<file path="src/rtl/wash_phase_sequencer.sv">
// Purpose: times fill/soak/wash/rinse/spin phases for one programme and drives valve/motor enables.
// Latency: accepted start shows the first phase one edge later; phase changes are registered, enables are decoded combinationally.
// Backpressure: none; lid=1 freezes the phase timer, cancel aborts to IDLE. Optional EXTRA_RINSE_EN adds RINSE2 for mode 1.
module wash_phase_sequencer #(
  parameter int TICK_DIV    = 1000,
  parameter int CNT_W       = 8,
  parameter int FILL_TICKS  = 10,
  parameter int SOAK_TICKS  = 30,
  parameter int WASH_TICKS  = 40,
  parameter int RINSE_TICKS = 20,
  parameter int SPIN_TICKS  = 15
) (
  input  logic             clock,
  input  logic             reset,
  input  logic             start,
  input  logic [1:0]       mode,
  input  logic             lid,
  input  logic             cancel,
  output logic             busy,
  output logic [2:0]       phase,
  output logic             water_valve,
  output logic             soak_en,
  output logic             wash_en,
  output logic             rinse_en,
  output logic             spin_en,
  output logic             paused,
  output logic [CNT_W-1:0] remaining,
  output logic             done,
  output logic             aborted
);

  localparam int PW = (TICK_DIV > 1) ? $clog2(TICK_DIV) : 1;
  localparam logic [PW-1:0] PRESC_MAX = PW'(TICK_DIV - 1);

`ifdef EXTRA_RINSE_EN
  typedef enum logic [2:0] {
    IDLE = 3'd0, FILL = 3'd1, SOAK = 3'd2, WASH = 3'd3, RINSE = 3'd4, SPIN = 3'd5, RINSE2 = 3'd6
  } state_t;
`else
  typedef enum logic [2:0] {
    IDLE = 3'd0, FILL = 3'd1, SOAK = 3'd2, WASH = 3'd3, RINSE = 3'd4, SPIN = 3'd5
  } state_t;
`endif

  state_t           state_q, state_d;
  logic [1:0]       mode_q, mode_d;
  logic [PW-1:0]    presc_q, presc_d;
  logic [CNT_W-1:0] rem_q, rem_d;
  logic             done_q, done_d;
  logic             aborted_q, aborted_d;
  logic             tick;
  logic             phase_end;
  state_t           first_st;
  state_t           next_st;

  // Tick budget loaded on entry to each phase.
  function automatic logic [CNT_W-1:0] ticks_of(input state_t s);
    case (s)
      FILL:    ticks_of = CNT_W'(FILL_TICKS);
      SOAK:    ticks_of = CNT_W'(SOAK_TICKS);
      WASH:    ticks_of = CNT_W'(WASH_TICKS);
      RINSE:   ticks_of = CNT_W'(RINSE_TICKS);
`ifdef EXTRA_RINSE_EN
      RINSE2:  ticks_of = CNT_W'(RINSE_TICKS);
`endif
      SPIN:    ticks_of = CNT_W'(SPIN_TICKS);
      default: ticks_of = '0;
    endcase
  endfunction

  // Programme sequencing: the phase that follows s for latched mode m.
  function automatic state_t next_of(input state_t s, input logic [1:0] m);
    case (s)
      FILL:    next_of = (m == 2'd2) ? WASH : SOAK;
      SOAK:    next_of = WASH;
      WASH:    next_of = RINSE;
`ifdef EXTRA_RINSE_EN
      RINSE:   next_of = (m == 2'd1) ? RINSE2 : SPIN;
      RINSE2:  next_of = SPIN;
`else
      RINSE:   next_of = SPIN;
`endif
      default: next_of = IDLE;
    endcase
  endfunction

  assign tick      = (presc_q == PRESC_MAX);
  // A zero-length phase ends on its first unpaused cycle; otherwise the 1->0 tick ends it.
  assign phase_end = !lid && ((rem_q == '0) || (tick && (rem_q == CNT_W'(1))));
  assign first_st  = (mode == 2'd3) ? SPIN : FILL;
  assign next_st   = next_of(state_q, mode_q);

  // Next-state logic: start acceptance, cancel, lid freeze, tick countdown and phase advance.
  always_comb begin
    state_d   = state_q;
    mode_d    = mode_q;
    presc_d   = presc_q;
    rem_d     = rem_q;
    done_d    = 1'b0;
    aborted_d = 1'b0;
    if (state_q == IDLE) begin
      if (start && !lid && !cancel && (mode != 2'd0)) begin
        mode_d  = mode;
        state_d = first_st;
        rem_d   = ticks_of(first_st);
        presc_d = '0;
      end
    end else if (cancel) begin
      state_d   = IDLE;
      rem_d     = '0;
      presc_d   = '0;
      aborted_d = 1'b1;
    end else if (lid) begin
      state_d = state_q;
    end else if (phase_end) begin
      state_d = next_st;
      rem_d   = ticks_of(next_st);
      presc_d = '0;
      done_d  = (next_st == IDLE);
    end else begin
      presc_d = tick ? '0 : presc_q + PW'(1);
      if (tick) begin
        rem_d = rem_q - CNT_W'(1);
      end
    end
  end

  // State, timer and pulse registers.
  always_ff @(posedge clock or posedge reset) begin
    if (reset) begin
      state_q   <= IDLE;
      mode_q    <= 2'd0;
      presc_q   <= '0;
      rem_q     <= '0;
      done_q    <= 1'b0;
      aborted_q <= 1'b0;
    end else begin
      state_q   <= state_d;
      mode_q    <= mode_d;
      presc_q   <= presc_d;
      rem_q     <= rem_d;
      done_q    <= done_d;
      aborted_q <= aborted_d;
    end
  end

  // Output decode: enables drop immediately when the lid opens.
  always_comb begin
    busy        = (state_q != IDLE);
    phase       = state_q;
    paused      = busy && lid;
    water_valve = (state_q == FILL) && !paused;
    soak_en     = (state_q == SOAK) && !paused;
    wash_en     = (state_q == WASH) && !paused;
`ifdef EXTRA_RINSE_EN
    rinse_en    = ((state_q == RINSE) || (state_q == RINSE2)) && !paused;
`else
    rinse_en    = (state_q == RINSE) && !paused;
`endif
    spin_en     = (state_q == SPIN) && !paused;
    remaining   = rem_q;
    done        = done_q;
    aborted     = aborted_q;
  end

endmodule

</file>
<file path="config.mk">
export PLATFORM = sky130hd
export DESIGN_NAME = wash_phase_sequencer
export DESIGN_NICKNAME = d
export VERILOG_FILES = /design/src/rtl/wash_phase_sequencer.sv
export SDC_FILE = /design/constraint.sdc
export NUM_CORES = 1
export LEC_CHECK = 0
export CELL_PAD_IN_SITES_DETAIL_PLACEMENT = 0
export CELL_PAD_IN_SITES_GLOBAL_PLACEMENT = 2
export CORE_UTILIZATION = 30
export CTS_BUF_LIST = sky130_fd_sc_hd__clkbuf_16
export DETAILED_ROUTE_END_ITERATION = 10
export GPL_TIMING_DRIVEN = 1
export PLACE_DENSITY_LB_ADDON = 0.05
export SETUP_SLACK_MARGIN = 0.05
export SLEW_MARGIN = 30
export SYNTH_ARGS = -nofsm -noshare
export SYNTH_HDL_FRONTEND = slang
export SYNTH_SLANG_ARGS = --single-unit
</file>
<file path="constraint.sdc">
create_clock -name clock -period 2.3 [get_ports clock]
set_input_delay 0.345 -clock clock [delete_from_list [all_inputs] [get_ports clock]]
set_output_delay 0.345 -clock clock [all_outputs]
set_load 0.03 [all_outputs]
</file>
==> flow_summary.toml <==
[logic_synthesis]
synth_adder_area_share_pct = 4.74
synth_top_cells_by_area = "dfrtp_1, ha_1, o21ai_0, buf_6, nor2_1"
main_combinational_cell_family_by_area_after_synthesis = "simple AND/OR/NAND/NOR gates"
synth-compound-area-share_pct = 21.2
seq_area_frac_synth_pct = 33.9
postSynth.topFlopCell = "dfrtp_1"
xor_and_xnor_area_share_after_synthesis_pct = 2.37
synth.top_cell.area_share_pct = 33.9
synthDominantAreaCellType = "dfrtp_1"
synthesis.nets = 210
cell_count_after_synthesis = 196
ys_seq_elements = 25
synth-edff-count = 0
syn-cell-area_um2 = 1850
fraction_of_the_mapped_netlist_area_in_simple_logic_gates_pct = 28.0
avgSynthCellArea_um2 = 9.42
muxShareOfSynthArea_pct = 4.34
synth.distinct_cells = 61
yosys_warnings = 0
synthArstFlopShare_pct = 100

[pwr]
p_leak_nw = 1.06
internal_mw = 1.79
ir_drop_mv = 0.652
power-per-cell-area_nw_per_um2 = 1280
p_switching_mw = 1.44
clockPowerShare_pct = 11.9
switching_share_pct = 44.6
part_of_the_power_in_combinational_logic_pct = 65.8
seq_power_share_pct = 22.2

[clock_tree]
clockBufferDepth = 2
cts_max_level = 1
clk_latency_ns = 0.26
tritoncts.num_buffers = 3
clkTransAtPathRegs_ns = 0.06
clock_tree_from_tritoncts = "built"
cts.hold.buffers_added = 0
tritoncts_num_sinks = 25
clk_root_buffer_cell = "clkbuf_16"

[placement]
final_gp_congestion = 0.788
portBuffers = 26
dpl-instance-area_um2 = 2360
place.detailed.hpwl_um = 4160

[sta]
final.setup_skew_ns = 0.00237
period_needed_ns = 2.21
grt_setup_unrepaired = "true"
max_slew_margin_pct = 70.9
fmax_ghz = 0.453
number_of_endpoints_with_negative_hold_slack_in_the_final_report = 0
setup_viol_count_final = 0
tightestPinTransition_ns = 0.435
final-max-slew-violation-count = 0
fin_tns_setup_ns = 0
ratio_of_final_minimum_period_to_clock_period_pct = 96.1

[worst_setup_path]
rrSetupSlack_ns = 0.09
crit_path_max_fanout = 6
setup.worst_path.end_class = "flop"
slowest_delay_ns = 0.47
reg2reg_to = "remaining[2]"
reg2reg_from = "phase[0]"
setup.worst_path.start_class = "flop"
r2r.worst_path.cells = 8
type_of_the_worst_setup_path = "flop to flop"
cp_slowest_cell = "dfrtp_2"
crit_arrival_ns = 2.36
worst_ep_required_time_ns = 2.45
cells_traversed_along_the_worst_timing_path = "nand2b_4 -> a21o_1 -> ha_4 -> or3b_4 -> a211oi_2 -> or3_1 -> o211ai_1 -> a22o_1"

[die]
core.rowCount = 28
ioPinCount = 27
core_um2 = 5920
die-height_um = 80.5
initial_core_util_pct = 31.2
fp.dieArea_um2 = 6470
fp.dieW_um = 80.5

[route]
finalWirelength_um = 5320
wire_per_inst_um = 16.4
drt_pass1_iterations = 4
final_antenna_net_count = 0
wl_met1_um = 2390
dr_wl_met2_um = 2800
detail_route.vias_per_cell = 5.26
dr.first_iter.drc_count = 57
drc = 0
num_vias = 1704
wl_met3_um = 85
maxUsedRoutingLayer = "met4"

[finish]
fraction_of_final_layout_cells_with_drive_strength_greater_than_1_pct = 30.5
diodes = 0
layout_common_cells = "buf_4, dfrtp_1, clkdlybuf4s50_1"
finalNetCount = 264
final_common_cell = "buf_4"
area.sequential_um2 = 629
multiInputGateArea_um2 = 1200
syn2layout_area_growth_pct = 36.2
post_route_design_area_um2 = 2510
filler_cell_count = 602

[flow_run]
drv.max_cap_violation_count = 0

[grt]
grt_pass1_wl_um = 8380
grt_antenna_before_repair = 0
global_route_total_overflow = 0
grt_util_all_layers_pct = 17.0
grt_max_degree = 26
grt_pass1_vias = 1690

[run_status]
run_status = "finished, final reports clean"

[min_path]
holdCritPathClass = "primary input to asynchronous set/reset pin"
[metrics by stage]
step	total power [mW]	hold slack (ns)	cells	utilization, %	setup slack (ns)
after detailed placement	2.74	0.501	314	39.9	-0.0241
final	3.23	0.444	324	42.5	0.0906
after CTS	3.13	0.454	319	41.3	0.0558
after global placement	2.73	0.486	314	39.9	0.0685
after floorplan	2.02	0.372	196	-	0.0351
after global routing	3.44	0.479	324	42.5	-0.00962
[layer usage]
layer	vias to the layer above	GRT usage, %
li1	829	-
met1	854	21.2
met2	17	31.7
met3	4	1.36
met4	0	3.21
met5	-	0
[cell type report]
type                    count  share of cell area, %
multi-input cells         155                   47.9
flip-flops and latches     25                   25.0
repair buffers             57                   19.1
well taps                  75                   3.73
clock buffers               3                   2.99
inverters                   8                   1.19
clock inverters             1                  0.149
[state kept, by name, summed over array words and instances, names as in the netlist]
signal     count
remaining      8
presc_q       10
aborted        1
phase          3
done           1
mode_q         2
[cell usage after synthesis (2+ instances only)]
master	instances
nor4bb_1	2
nor4_1	2
a22o_1	5
ha_1	7
nand3_1	4
nand2_1	13
nor2b_1	3
or3_1	5
nor2_1	15
mux2_2	4
o31ai_1	2
mux2i_1	2
nand2b_1	5
and2b_2	2
and3b_1	2
buf_6	5
xor2_1	3
inv_1	8
nor3b_1	2
and3_2	3
dfrtp_1	25
nor3_1	5
a21oi_1	9
xnor2_1	2
nor4b_1	2
o21ai_0	16
a211oi_1	2
nand4_1	2
buf_2	2
and3_1	3
and2_1	4
[kinds of logic after synthesis]
| logic type | after synthesis |
|---|---|
| and+or+nand+nor | 84 |
| adders and majority gates | 7 |
| buffers and inverters | 16 |
| DFF | 25 |
| muxes | 7 |
| xor gates and xnor gates | 5 |
| AOI/OAI and AO/OA | 52 |
[how the worst max path moves through the flow]
| stage | start | endpoint | cells past startpoint |
|---|---|---|---|
| 2_1_floorplan | phase[0] | remaining[1] | 8 |
| 3_3_place_gp | lid | remaining[2] | 6 |
| 3_5_place_dp | lid | remaining[5] | 6 |
| 4_1_cts | phase[1] | remaining[2] | 8 |
| 5_1_grt | phase[1] | remaining[2] | 8 |
| 6_report | phase[0] | remaining[2] | 8 |
[what timing repair did]
action                     CTS  global route
setup buffers                1             5
pin swaps                    2             7
gates resized for setup      1             6
setup endpoints to repair    2             2
[power by group through the flow]
stage               registers, mW  logic, mW  clock network, mW
detailed placement          0.716       2.02                  0
global route                0.734       2.30              0.413
global placement            0.711       2.02                  0
CTS                         0.710       2.02              0.396
finish                      0.718       2.13              0.386
floorplan                   0.837       1.18                  0
[worst max-delay path: cells and delay by family (launching register included)]
kind	cells	cell delay (ns)
and+or+nand+nor	3	0.70
AOI/OAI and AO/OA	4	0.74
adders and majority gates	1	0.19
DFF	1	0.47
Power figures use the tool's default switching activity.
